## src/rtl/idu.sv

```systemverilog
// RV32I decode stage: one-entry {pc,inst} holding register, decode, operand fetch and next-PC resolution.
// Optional IDU_ILLEGAL_CHK_EN flags unknown opcodes on ill_inst and turns them into an ebreak-carrying NOP.
`timescale 1ns/1ps
module idu #(
   parameter int DATA_WIDTH = 32,
   localparam int EX_W = 4*DATA_WIDTH+16
) (
   input  logic                    clk,
   input  logic                    rst,
   input  logic [2*DATA_WIDTH-1:0] if_to_id_bus,
   input  logic                    if_to_id_valid,
   output logic                    id_to_if_ready,
   output logic [DATA_WIDTH-1:0]   id_to_if_bus,
   output logic                    id_to_if_valid,
   input  logic                    if_to_id_ready,
   output logic [4:0]              rs1_addr,
   output logic [4:0]              rs2_addr,
   input  logic [DATA_WIDTH-1:0]   rs1_data,
   input  logic [DATA_WIDTH-1:0]   rs2_data,
   output logic [EX_W-1:0]         id_to_ex_bus,
   output logic                    id_to_ex_valid,
   input  logic                    ex_to_id_ready,
   output logic                    ill_inst
);
   localparam logic [6:0] OP_LUI    = 7'b0110111;
   localparam logic [6:0] OP_AUIPC  = 7'b0010111;
   localparam logic [6:0] OP_JAL    = 7'b1101111;
   localparam logic [6:0] OP_JALR   = 7'b1100111;
   localparam logic [6:0] OP_BRANCH = 7'b1100011;
   localparam logic [6:0] OP_LOAD   = 7'b0000011;
   localparam logic [6:0] OP_STORE  = 7'b0100011;
   localparam logic [6:0] OP_IMM    = 7'b0010011;
   localparam logic [6:0] OP_OP     = 7'b0110011;
   localparam logic [6:0] OP_SYSTEM = 7'b1110011;
   localparam logic [31:0] EBREAK_INST = 32'h0010_0073;

   localparam logic [3:0] ALU_ADD   = 4'd0;
   localparam logic [3:0] ALU_SUB   = 4'd1;
   localparam logic [3:0] ALU_SLL   = 4'd2;
   localparam logic [3:0] ALU_SLT   = 4'd3;
   localparam logic [3:0] ALU_SLTU  = 4'd4;
   localparam logic [3:0] ALU_XOR   = 4'd5;
   localparam logic [3:0] ALU_SRL   = 4'd6;
   localparam logic [3:0] ALU_SRA   = 4'd7;
   localparam logic [3:0] ALU_OR    = 4'd8;
   localparam logic [3:0] ALU_AND   = 4'd9;
   localparam logic [3:0] ALU_PASSB = 4'd10;

   logic                  id_valid;
   logic [DATA_WIDTH-1:0] id_pc;
   logic [DATA_WIDTH-1:0] id_inst;
   logic                  fire_in;
   logic                  fire_out;

   // Fetch never back-pressures dnpc, so its ready is deliberately ignored.
   logic unused;
   assign unused = if_to_id_ready;

   assign fire_out       = id_valid & ex_to_id_ready;
   assign id_to_if_ready = ~id_valid | fire_out;
   assign fire_in        = if_to_id_valid & id_to_if_ready;
   assign id_to_ex_valid = id_valid;
   assign id_to_if_valid = fire_out;

   always_ff @(posedge clk or negedge rst) begin
      if (!rst) begin
         id_valid <= 1'b0;
         id_pc    <= '0;
         id_inst  <= '0;
      end else if (fire_in) begin
         id_valid <= 1'b1;
         id_pc    <= if_to_id_bus[2*DATA_WIDTH-1:DATA_WIDTH];
         id_inst  <= if_to_id_bus[DATA_WIDTH-1:0];
      end else if (fire_out) begin
         id_valid <= 1'b0;
      end
   end

   logic [6:0] opcode;
   logic [4:0] rd;
   logic [2:0] funct3;
   assign opcode   = id_inst[6:0];
   assign rd       = id_inst[11:7];
   assign funct3   = id_inst[14:12];
   assign rs1_addr = id_inst[19:15];
   assign rs2_addr = id_inst[24:20];

   logic [DATA_WIDTH-1:0] rs1_val, rs2_val;
   assign rs1_val = (rs1_addr == 5'd0) ? '0 : rs1_data;
   assign rs2_val = (rs2_addr == 5'd0) ? '0 : rs2_data;

   logic [DATA_WIDTH-1:0] imm_i, imm_s, imm_b, imm_u, imm_j;
   assign imm_i = DATA_WIDTH'($signed(id_inst[31:20]));
   assign imm_s = DATA_WIDTH'($signed({id_inst[31:25], id_inst[11:7]}));
   assign imm_b = DATA_WIDTH'($signed({id_inst[31], id_inst[7], id_inst[30:25], id_inst[11:8], 1'b0}));
   assign imm_u = DATA_WIDTH'($signed({id_inst[31:12], 12'b0}));
   assign imm_j = DATA_WIDTH'($signed({id_inst[31], id_inst[19:12], id_inst[20], id_inst[30:21], 1'b0}));

   // Register-register ops use bit30 for SUB; SRA/SRL is selected by bit30 in both forms.
   logic [3:0] alu_arith;
   always_comb begin
      alu_arith = ALU_ADD;
      case (funct3)
         3'd0: alu_arith = (opcode == OP_OP && id_inst[30]) ? ALU_SUB : ALU_ADD;
         3'd1: alu_arith = ALU_SLL;
         3'd2: alu_arith = ALU_SLT;
         3'd3: alu_arith = ALU_SLTU;
         3'd4: alu_arith = ALU_XOR;
         3'd5: alu_arith = id_inst[30] ? ALU_SRA : ALU_SRL;
         3'd6: alu_arith = ALU_OR;
         default: alu_arith = ALU_AND;
      endcase
   end

   logic taken;
   always_comb begin
      taken = 1'b0;
      case (funct3)
         3'd0: taken = (rs1_val == rs2_val);
         3'd1: taken = (rs1_val != rs2_val);
         3'd4: taken = ($signed(rs1_val) <  $signed(rs2_val));
         3'd5: taken = ($signed(rs1_val) >= $signed(rs2_val));
         3'd6: taken = (rs1_val <  rs2_val);
         3'd7: taken = (rs1_val >= rs2_val);
         default: taken = 1'b0;
      endcase
   end

   logic [DATA_WIDTH-1:0] src1, src2, imm, dnpc;
   logic [3:0]            alu_op;
   logic                  use_rs2, wen_raw, mem_rd_raw, mem_wr_raw, ebreak_raw;

   always_comb begin
      src1       = rs1_val;
      imm        = '0;
      alu_op     = ALU_ADD;
      use_rs2    = 1'b0;
      wen_raw    = 1'b0;
      mem_rd_raw = 1'b0;
      mem_wr_raw = 1'b0;
      ebreak_raw = 1'b0;
      dnpc       = id_pc + DATA_WIDTH'(4);
      case (opcode)
         OP_LUI: begin
            src1    = '0;
            imm     = imm_u;
            alu_op  = ALU_PASSB;
            wen_raw = 1'b1;
         end
         OP_AUIPC: begin
            src1    = id_pc;
            imm     = imm_u;
            wen_raw = 1'b1;
         end
         OP_JAL: begin
            src1    = id_pc;
            imm     = DATA_WIDTH'(4);
            wen_raw = 1'b1;
            dnpc    = id_pc + imm_j;
         end
         OP_JALR: begin
            src1    = id_pc;
            imm     = DATA_WIDTH'(4);
            wen_raw = 1'b1;
            dnpc    = (rs1_val + imm_i) & ~DATA_WIDTH'(1);
         end
         OP_IMM: begin
            imm     = imm_i;
            alu_op  = alu_arith;
            wen_raw = 1'b1;
         end
         OP_OP: begin
            use_rs2 = 1'b1;
            alu_op  = alu_arith;
            wen_raw = 1'b1;
         end
         OP_LOAD: begin
            imm        = imm_i;
            wen_raw    = 1'b1;
            mem_rd_raw = 1'b1;
         end
         OP_STORE: begin
            imm        = imm_s;
            use_rs2    = 1'b1;
            mem_wr_raw = 1'b1;
         end
         OP_BRANCH: begin
            imm     = imm_b;
            use_rs2 = 1'b1;
            alu_op  = ALU_SUB;
            if (taken) dnpc = id_pc + imm_b;
         end
         OP_SYSTEM: begin
            imm        = imm_i;
            ebreak_raw = (id_inst == DATA_WIDTH'(EBREAK_INST));
         end
         default: ;
      endcase
      src2 = use_rs2 ? rs2_val : imm;
   end

   logic kill;
`ifdef IDU_ILLEGAL_CHK_EN
   logic legal;
   always_comb begin
      legal = 1'b0;
      case (opcode)
         OP_LUI, OP_AUIPC, OP_JAL, OP_JALR, OP_IMM, OP_OP,
         OP_LOAD, OP_STORE, OP_BRANCH: legal = 1'b1;
         OP_SYSTEM: legal = (id_inst == DATA_WIDTH'(EBREAK_INST));
         default:   legal = 1'b0;
      endcase
   end
   assign kill     = ~legal;
   assign ill_inst = id_valid & ~legal;
`else
   assign kill     = 1'b0;
   assign ill_inst = 1'b0;
`endif

   // An illegal word becomes a NOP that still halts the simulator via ebreak.
   logic       wen, mem_rd, mem_wr, ebreak;
   logic [4:0] rd_out;
   assign wen    = wen_raw & (rd != 5'd0) & ~kill;
   assign mem_rd = mem_rd_raw & ~kill;
   assign mem_wr = mem_wr_raw & ~kill;
   assign ebreak = ebreak_raw | kill;
   assign rd_out = wen ? rd : 5'd0;

   assign id_to_if_bus = dnpc;
   assign id_to_ex_bus = {id_pc, src1, src2, imm, rd_out, alu_op, funct3, wen, mem_rd, mem_wr, ebreak};
endmodule

```

## config.mk

```make
export PLATFORM = sky130hd
export DESIGN_NAME = idu
export DESIGN_NICKNAME = d
export VERILOG_FILES = /design/src/rtl/idu.sv
export SDC_FILE = /design/constraint.sdc
export NUM_CORES = 1
export LEC_CHECK = 0
export CAP_MARGIN = 30
export CORE_UTILIZATION = 45
export CTS_CLUSTER_DIAMETER = 40
export CTS_CLUSTER_SIZE = 14
export DETAILED_ROUTE_END_ITERATION = 10
export GPL_ROUTABILITY_DRIVEN = 0
export MAX_ROUTING_LAYER = met4
export PLACE_DENSITY = 0.76
export SLEW_MARGIN = 5
export SYNTH_ARGS = -nofsm -noshare
export SYNTH_HDL_FRONTEND = slang
export SYNTH_SLANG_ARGS = --single-unit
```

## constraint.sdc

```tcl
create_clock -name clk -period 10.63 [get_ports clk]
set_clock_uncertainty 0.1 [all_clocks]
set_input_delay 1.063 -clock clk [delete_from_list [all_inputs] [get_ports clk]]
set_output_delay 1.063 -clock clk [all_outputs]
set_load 0.02 [all_outputs]
```

# Yosys cells after proc, flatten, opt, wreduce, memory -nomap -nowiden
# Index checks and enable logic that the tools add are counted.
# op_classes
magnitude_cmp,4
bitwise,5
addsub,4
eq_ne,20
n_reduce_logical,13
n_mux,20
# ops
cell,n
one-hot mux 32 bit (5 select lines),1
two-way mux 32 bit,4
adder 32 bit,3
one-hot mux 32 bit (3 select lines),1
>= comparator 32 bit,2
less-than comparator 32 bit,2
one-hot mux 32 bit (2 select lines),1
"adder 32 x 3 -> 32 bit, second input constant",1
"== test 32 x 21 -> 1 bit, second input constant",1
== test 32 bit,1
inequality test 32 bit,1
"== test 7 bit, second input constant",4
one-hot mux 4 bit (7 select lines),1
"== test 7 x 6 -> 1 bit, second input constant",3
"== test 7 x 5 -> 1 bit, second input constant",2
"== test 3 bit, second input constant",4
one-hot mux 4 bit (3 select lines),1
zero test 5 bit,2
two-way mux 1 bit,9
OR reduction 3 bit,3
"== test 7 x 2 -> 1 bit, second input constant",1
OR reduction 7 bit,1
"== test 3 x 2 -> 1 bit, second input constant",2
one-hot mux 1 bit (6 select lines),1
10 further kinds,14
# totals
register_bits,65
in_bits,133
out_inout_bits,190

# Depth between registers and ports, before layout
# Gate-level depths: netlist of the first run.
# depth
ltp_word,6
mapped_depth,20
ltp_nobuf,14

# Least setup slack after synthesis of the first run
# Ideal clock, no wire load.
# synth_timing
path_type,reg2out
from,register id_inst[22]
to,output port id_to_if_bus[10]
arrival_time_ns,4.158
path_buffers,6
slack_ns,5.309
path_stages_with_launch,21
path_cell_list,dfrtp_1 > buf_2 > nor4_1 > nand2b_1 > clkbuf_1 > clkbuf_1 > buf_1 > nand2_1 > ha_1 > a211oi_1 > o211ai_1 > a31oi_1 > o221a_2 > inv_1 > o21a_1 > or4_4 > buf_6 > buf_2 > nor2_1 > a21oi_1 > o21ai_0
# synth_between
elab_chain_len,6
# synth_rtl
element,line_no,text
"start, declared",51,logic [DATA_WIDTH-1:0] id_inst;
"start signal, assigned",73,id_inst <= if_to_id_bus[DATA_WIDTH-1:0];
zero test 5 bit,90,assign rs2_val = (rs2_addr == 5'd0) ? '0 : rs2_data;
two-way mux 32 bit,90,
>= comparator 32 bit (tied with other cells),124,3'd7: taken = (rs1_val >= rs2_val);
one-hot mux 1 bit (6 select lines),118,case (funct3)
two-way mux 32 bit,191,if (taken) dnpc = id_pc + imm_b;
one-hot mux 32 bit (3 select lines) (*),143,case (opcode)
"end, declared",13,"output logic [DATA_WIDTH-1:0] id_to_if_bus,"
# Mark *: on every way between the ends. The rest lies on a longest branch, timed or not.

# Worst setup path in the final report of the first run
# layout_timing
from,register id_inst[22]
to,output port id_to_if_bus[20]
# The elaborated chain is that of the path after synthesis.

==> results of run 1 <==
report_power, final:
group / switching (mW) / leakage, nW / internal [mW]
sequential: 0.111 / 0.759 / 0.282
clock: 0.157 / 0.160 / 0.211
combinational: 0.781 / 5.29 / 0.620
total: 1.05 / 6.21 / 1.11
layout by cell type, fill, tap and decap left out, drive strengths merged, types with 6 or more instances in the layout:
cell,synthesis,layout
ha,104,104
nand4,20,20
a211o,6,6
nor2b,19,19
nor3,27,27
dfrtp,65,65
nor2,109,109
xnor2,64,64
o21ai,88,88
a21boi,7,7
a22o,32,32
inv,51,55
a21oi,164,164
xor2,35,35
clkdlybuf4s50,0,319
o221ai,9,9
and2,45,45
o21bai,17,17
nand3,36,36
and3,17,17
nor4,7,7
a211oi,15,15
mux2i,9,9
o21a,12,12
a31oi,16,16
buf,26,14
mux2,64,64
nand2b,13,13
a221o,14,14
a21o,47,47
nand2,135,135
clkbuf,73,9
o211ai,13,13
metal layers:
metal | global-route usage | vias up | wire, um
li1 | - | 5744 | -
met1 | 0.447 | 5898 | 17400
met2 | 0.575 | 782 | 20200
met3 | 0.0673 | 174 | 4660
met4 | 0.155 | 0 | 2080
met5 | - | - | 0
how the worst max path moves through the flow:
stage | start | end | slack, ps | cells past startpoint
6_report | id_inst[22] | id_to_if_bus[20] | 3200 | 16
5_1_grt | id_inst[22] | id_to_if_bus[28] | 2980 | 16
4_1_cts | id_inst[16] | id_to_if_bus[1] | 2700 | 14
3_5_place_dp | id_inst[16] | id_to_if_bus[1] | 3090 | 14
3_3_place_gp | id_inst[16] | id_to_if_bus[28] | 3250 | 14
2_1_floorplan | id_inst[22] | id_to_if_bus[10] | 5310 | 20
cells by family (layout without fill, tap and decap cells):
group,count (synthesis),in the layout,synth area share
compound gates,484,484,0.296
fa+ha+maj,108,108,0.128
other cells,1,2,0.000350
xor+xnor,99,99,0.0810
buf+inv,150,400,0.0605
mux,73,73,0.0757
simple gates,456,456,0.206
flops,65,65,0.152
flip-flops by register name, summed over array words and instances, names as in the netlist:
| signal | flops |
|---|---|
| id_pc | 32 |
| id_inst | 32 |
| id_to_ex_valid | 1 |
final cells by class:
| class | instances | area share |
|---|---|---|
| multi-input combinational | 1221 | 0.589 |
| clock inverter | 7 | 0.00750 |
| inverter | 51 | 0.0133 |
| timing repair buffer | 333 | 0.233 |
| sequential | 65 | 0.113 |
| tap | 319 | 0.0278 |
| antenna | 1 | 0.000175 |
| clock buffer | 9 | 0.0157 |
==> flow_summary_export.csv, run 1 <==
group,metric,value,unit
synth,ys_ff_latch,65,
cts,cts_setup_buffers,0,
layout,multi_input_area,0.00845,mm2
synth,synth_cell_types,78,
synth,synth_area_leaders,"dfrtp_1, ha_1, a21oi_1",
layout,final_layout_size_suffix_gt1_frac,0.0688,
critical_path,ff2ff_path_depth,4,
routing,vias_per_cell,6.28,
timing,setup_viol,0,
global_route,grt_pass1_vias,11700,
global_route,antenna_found_initial,1,
min_path,hp-class,"flop to flop",
cts,clkSinkCount,65,
routing,totalWireLength,44.4,mm
synth,synth_warnings,0,
synth,syn-cell-area,0.0107,mm2
global_route,track_usage,0.362,
critical_path,critPathBufInv,3,
layout,layout.nets,1921,
timing,layout_min_cycle_time,7430,ps
power_and_ir_drop,finalPower,2.16,mW
layout,area_delta_synth_final,33.9,%
timing,final_hold_viol_count,0,
synth,synth_top_area_frac,0.152,
timing,fin_worst_hold_slack,411,ps
synth,avgSynthCellArea,7.46,um2
floorplan,die-area,0.0244,mm2
global_route,grt_pass1_wl,65.6,mm
floorplan,pin_count,323,
power_and_ir_drop,p_per_area,151,mW/mm2
global_route,gr-total-overflow,0,
placed_design,dp_cells,1986,
layout,final_cells,2006,
synth,yosysSeqAreaShare,0.152,
routing,drt_iter0_markers,1386,
critical_path,slowest_stage,"or4_4",
cts,clk_pin_slew,70,ps
cts,cts_hold_buf,0,
global_route,grt_max_degree,66,
floorplan,dieWidth,156,um
synth,synth_nets,1676,
placed_design,place_ws,3090,ps
min_path,hold_end,"id_inst[31]",
synth,synth_top_area_cell,"dfrtp_1",
floorplan,die_h,156,um
placed_design,hpwlAfterDp,33.3,mm
critical_path,cp_cell_sequence,"nor4_1 > nand2b_1 > buf_4 > nand2_1 > ha_1 > nand4_1 > nor4_1 > nand4_1 > xnor2_1 > a21oi_1 > or4_4 > nor2_1 > buf_4 > a221o_1 > a221o_1 > clkdlybuf4s50_1",
routing,num_vias,12600,
cts,cts_made_buffers,9,
timing,fin_tns_setup,0,ps
cts,h-tree-depth,3,
synth,async_flop_share,1.00,
routing,ant_nets,0,
job,cap_violations,0,
routing,post_drt_wl_per_cell,22.1,um
synth,synth-edff-count,0,
status,outcome,"finished, final reports clean",
timing,fmax,135,MHz
min_path,hold_path_depth,1,
critical_path,worstPathArrival,6260,ps
routing,drt_pass1_iterations,5,
cts,clk_latency,360,ps
timing,layout_setup_ws,3200,ps
floorplan,start_util,0.458,
critical_path,reg2reg_to,"id_pc[29]",
layout,ff_latch_area,0.00163,mm2
floorplan,coreArea,0.0234,mm2
cts,cts_root_buf,"clkbuf_16",
timing,fin_crit_sh,0.699,
placed_design,io_buffer_count,320,
cts,cts_tree,"yes",
min_path,hold_start,"id_inst[31]",
synth,synth_ff_type,"dfrtp_1",
synth,synth_most_common_cell,"a21oi_1",
layout,post-route-cell-area,0.0143,mm2
synth,ys_top_cells_by_count,"a21oi_1, nand2_1, nor2_1",
power_and_ir_drop,peakVddDrop,0.0969,mV
layout,post-route-util,0.613,
timing,slew_headroom,0.282,
critical_path,crit_path_end_kind,"primary output",
critical_path,reg2reg_from,"id_to_ex_valid",
critical_path,worstSetupStartpointType,"flop",
critical_path,cp_slowest_stage_delay,820,ps
routing,drc,0,
placed_design,dpl_cell_area,0.0139,mm2
critical_path,cp_data_required_time,9470,ps
timing,timing.final.max_slew_violations,0,
cts,clk_path_buf_depth,2,
critical_path,crit_family,"simple AND/OR/NAND/NOR gates",
critical_path,crit_type,"flop to primary output",
cts,cts-resized-gates,0,
floorplan,num_rows,56,
critical_path,cp_max_fo,50,
timing,tightest_slew,1070,ps
timing,grt_setup_unrepaired,"false",
synth,synth_cells,1436,
layout,fillers,2145,
critical_path,r2r_slack,8680,ps
power_and_ir_drop,leakagePower,6.21,nW
No activity file was read; power rests on OpenSTA's default activity.
==> run 2, diff against run 1 <==
- clock period: 10.63 -> 7.1 ns (I/O delays scaled with it)
==> run 2 against run 1 <==
Net effect: cell count increased by 0.50%; largest cell class unchanged; sequential power is 47% higher; highest routed layer unchanged; sequential cell count unchanged; die area unchanged; routed wire length is 0.59% higher; sequential share of layout area is essentially flat; critical path type unchanged; utilization rose by 0.19 points.
==> flow_summary_export.csv, run 2 (synthesis results as in run 1) <==
group,metric,value,unit
routing,drt_pass1_iterations,5,
timing,fin_tns_setup,0,ps
global_route,gr-total-overflow,0,
global_route,grt_pass1_vias,11700,
floorplan,die-area,0.0244,mm2
power_and_ir_drop,peakVddDrop,0.141,mV
floorplan,dieWidth,156,um
job,cap_violations,0,
cts,cts_setup_buffers,0,
power_and_ir_drop,leakagePower,6.24,nW
floorplan,pin_count,323,
layout,final_layout_size_suffix_gt1_frac,0.0754,
critical_path,cp_data_required_time,6290,ps
cts,h-tree-depth,3,
layout,layout.nets,1932,
floorplan,coreArea,0.0234,mm2
global_route,track_usage,0.365,
timing,setup_viol,0,
routing,ant_nets,0,
layout,post-route-util,0.615,
critical_path,crit_type,"flop to primary output",
placed_design,dp_cells,1999,
timing,layout_setup_ws,305,ps
critical_path,cp_max_fo,29,
placed_design,place_ws,851,ps
layout,final_cell_mix,"clkdlybuf4s50_1, a21oi_1, nand2_1",
cts,cts_root_buf,"clkbuf_16",
cts,cts_tree,"yes",
routing,drt_iter0_markers,1228,
timing,fin_crit_sh,0.957,
power_and_ir_drop,p_per_area,223,mW/mm2
critical_path,crit_path_end_kind,"primary output",
routing,vias_per_cell,6.20,
routing,drc,0,
cts,clkSinkCount,65,
layout,final_cells,2016,
timing,final_hold_viol_count,0,
min_path,hp-class,"primary input to asynchronous set/reset pin",
cts,clk_path_buf_depth,2,
cts,clk_latency,360,ps
floorplan,start_util,0.458,
layout,layout_commonest_cell,"clkdlybuf4s50_1",
floorplan,die_h,156,um
status,outcome,"finished, final reports clean",
layout,area_delta_synth_final,34.3,%
floorplan,num_rows,56,
timing,timing.final.max_slew_violations,0,
timing,grt_setup_unrepaired,"false",
global_route,grt_max_degree,66,
timing,tightest_slew,1010,ps
critical_path,worstSetupStartpointType,"flop",
routing,post_drt_wl_per_cell,22.1,um
routing,num_vias,12500,
timing,slew_headroom,0.326,
layout,antenna_cells,0,
critical_path,worstPathArrival,5980,ps
timing,layout_min_cycle_time,6790,ps
placed_design,io_buffer_count,320,
global_route,antenna_found_initial,0,
placed_design,hpwlAfterDp,34.2,mm
cts,cts_made_buffers,9,
timing,fmax,147,MHz
power_and_ir_drop,finalPower,3.21,mW
routing,totalWireLength,44.6,mm
global_route,grt_pass1_wl,66.1,mm
cts,clk_pin_slew,70,ps
[run 2: layer usage]
metal / GRT usage / wire (um) / share of wire
met3: 0.0692 / 4180 / 0.094
met1: 0.447 / 17700 / 0.40
met4: 0.191 / 2290 / 0.051
met5: - / 0 / 0
met2: 0.568 / 20500 / 0.46
[run 2: power breakdown]
part | total [mW] | switching, mW | internal (mW) | leakage (nW)
clock network | 0.501 | 0.221 | 0.280 | 0.146
registers | 0.577 | 0.155 | 0.423 | 0.759
logic | 2.13 | 1.19 | 0.939 | 5.34
[run 2: cell type report]
type | count | area [um2]
Multi-Input combinational cell | 1221 | 8460
Fill cell | 2244 | 9020
Clock buffer | 9 | 225
Clock inverter | 7 | 85.1
Sequential cell | 65 | 1630
Tap cell | 319 | 399
Inverter | 51 | 191
Timing Repair Buffer | 344 | 3400
[run 2: what timing repair did]
item                                    CTS  global route
resized for setup                         0             1
endpoints found under the setup margin    0             1
hold buffers                              0             0
[run 2: stage by stage]
step	instance area [um2]	hold slack, ps
2_1_floorplan	10700	314
3_3_place_gp	14000	415
3_5_place_dp	14000	423
4_1_cts	14400	403
5_1_grt	14400	135
6_report	14400	109
[run 2: path summary, 6_finish.rpt]
| path | startpoint | slack [ps] | depth (start not counted) | endpoint |
|---|---|---|---|---|
| max in group asynchronous | rst | 6230 | 2 | id_inst[21] |
| min in group clk | id_inst[1] | 430 | 1 | id_inst[1] |
| worst max register to register | id_to_ex_valid | 5140 | 4 | id_inst[23] |
| worst max-delay path | id_inst[16] | 310 | 16 | id_to_if_bus[28] |
| worst min register to register | id_inst[1] | 430 | 1 | id_inst[1] |
| worst min-delay path | rst | 110 | 1 | id_pc[23] |
[run 2: critical path, cell delays in order (launching register included)]
cell,delay [ps]
dfrtp_1,500
nor3_2,360
nand2_1,390
buf_4,330
and2_1,290
ha_1,370
a21oi_1,150
nor2b_1,60
o21ai_0,210
a211oi_1,110
o31a_2,350
o21a_1,170
or4_4,680
or2_1,450
o221ai_1,320
a221o_1,240
clkdlybuf4s50_1,600
==> run 3, diff against run 2 <==
- CORE_UTILIZATION: 45 -> 32
- PLACE_DENSITY: 0.76 -> default
==> run 3 against run 2 <==
Net effect: power rose by 0.21%; register-to-register slack improved by 30 ps; combinational power barely moved; critical endpoint is now id_to_if_bus[22]; largest power group unchanged.
==> flow_summary_export.csv, run 3 (synthesis results as in run 1) <==
group,metric,value,unit
status,outcome,"finished, final reports clean",
global_route,grt_pass1_vias,11700,
cts,cts_setup_buffers,0,
floorplan,num_rows,66,
global_route,gr-total-overflow,0,
routing,post_drt_wl_per_cell,22.2,um
critical_path,crit_type,"flop to primary output",
cts,clk_path_buf_depth,2,
cts,cts_tree,"yes",
timing,slew_headroom,0.366,
routing,ant_nets,0,
power_and_ir_drop,peakVddDrop,0.133,mV
critical_path,crit_path_end_kind,"primary output",
cts,clk_pin_slew,70,ps
routing,vias_per_cell,5.72,
layout,layout.nets,1932,
routing,drc,0,
power_and_ir_drop,finalPower,3.21,mW
timing,grt_setup_unrepaired,"false",
floorplan,die-area,0.0342,mm2
power_and_ir_drop,p_per_area,220,mW/mm2
critical_path,cp_max_fo,39,
timing,layout_min_cycle_time,6720,ps
layout,final_layout_size_suffix_gt1_frac,0.0760,
power_and_ir_drop,seq_power_share,0.181,
layout,antenna_cells,0,
routing,totalWireLength,47.4,mm
critical_path,worstSetupStartpointType,"flop",
routing,drt_pass1_iterations,5,
timing,tightest_slew,947,ps
routing,drt_iter0_markers,1006,
timing,fin_crit_sh,0.947,
critical_path,reg2reg_from,"id_to_ex_valid",
critical_path,cp_data_required_time,6290,ps
cts,clkSinkCount,65,
timing,final_hold_viol_count,0,
floorplan,start_util,0.327,
layout,final_cell_mix,"clkdlybuf4s50_1, a21oi_1, nand2_1",
routing,num_vias,12200,
cts,cts_hold_buf,0,
floorplan,coreArea,0.0327,mm2
placed_design,dp_cells,2120,
power_and_ir_drop,power_switching,1.57,mW
layout,fillers,3377,
layout,final_cells,2139,
layout,layout_commonest_cell,"clkdlybuf4s50_1",
critical_path,critPathLaunch,"id_inst[16]",
layout,area_delta_synth_final,36.2,%
timing,fin_tns_setup,0,ps
floorplan,dieWidth,185,um
global_route,grt_max_degree,66,
min_path,hp-class,"primary input to asynchronous set/reset pin",
power_and_ir_drop,leakagePower,6.27,nW
job,cap_violations,0,
placed_design,io_buffer_count,320,
cts,cts_made_buffers,9,
cts,cts-resized-gates,0,
timing,setup_viol,0,
power_and_ir_drop,combinationalPowerShare,0.665,
global_route,antenna_found_initial,0,
timing,fmax,149,MHz
cts,h-tree-depth,3,
floorplan,pin_count,323,
critical_path,worstPathArrival,5910,ps
power_and_ir_drop,pwr-share-clk,0.154,
floorplan,die_h,185,um
power_and_ir_drop,power.share.switching,0.488,
cts,cts_root_buf,"clkbuf_16",
timing,timing.final.max_slew_violations,0,
global_route,track_usage,0.278,
global_route,grt_pass1_wl,69.5,mm
cts,clk_latency,360,ps
placed_design,hpwlAfterDp,37.0,mm
power_and_ir_drop,intPower,1.64,mW
[run 3: layer usage]
metal,vias up,global-route usage,routed length [um]
li1,5764,-,-
met1,5798,0.340,19600
met2,555,0.440,21700
met3,118,0.0543,3890
met4,0,0.124,2190
met5,-,-,0
[run 3: power groups by stage]
stage,clock network (mW),registers [mW],logic [mW]
CTS,0.504,0.579,2.11
global route,0.517,0.588,2.31
detailed placement,0,0.586,2.10
finish,0.494,0.580,2.14
floorplan,0,0.543,1.40
global placement,0,0.589,2.07
[run 3: cell type report]
cell class	instances	area [um2]	area share
Multi-Input combinational cell	1221	8460	0.580
Timing Repair Buffer	344	3450	0.236
Sequential cell	65	1630	0.112
Tap cell	442	553	0.0379
Clock buffer	9	225	0.0154
Inverter	51	191	0.0131
Clock inverter	7	83.8	0.00575
[run 3: through the flow]
stage | setup WS [ps] | hold slack (ps) | cell area, um2 | utilization
after floorplan | 2130 | 314 | 10700 | -
after global routing | 64.5 | 95.4 | 14600 | 0.446
after CTS | 437 | 417 | 14500 | 0.444
after global placement | 938 | 411 | 14200 | 0.434
final | 379 | 83.6 | 14600 | 0.446
after detailed placement | 836 | 411 | 14200 | 0.435
[run 3: final timing paths]
kind / cells after the start / end / slack (ps)
setup / recovery: 15 / id_to_if_bus[22] / 380
hold / removal: 1 / id_pc[24] / 80
setup reg to reg: 3 / id_pc[23] / 5170
hold reg to reg: 1 / id_inst[1] / 430
max in group asynchronous: 2 / id_inst[4] / 6240
min in group clk: 1 / id_inst[1] / 430
[run 3: critical path: stages, from the launching register on]
cell and delay (ps):
dfrtp_1 500, nor3_2 390, nand2_1 300, buf_4 310, and2_1 240, ha_1 340, nand4_1 100, nor4_1 400
nand4_1 240, xnor2_1 210, a21oi_1 90, or4_4 810, or2_1 460, o221a_1 280, o221ai_2 170, clkdlybuf4s50_1 660
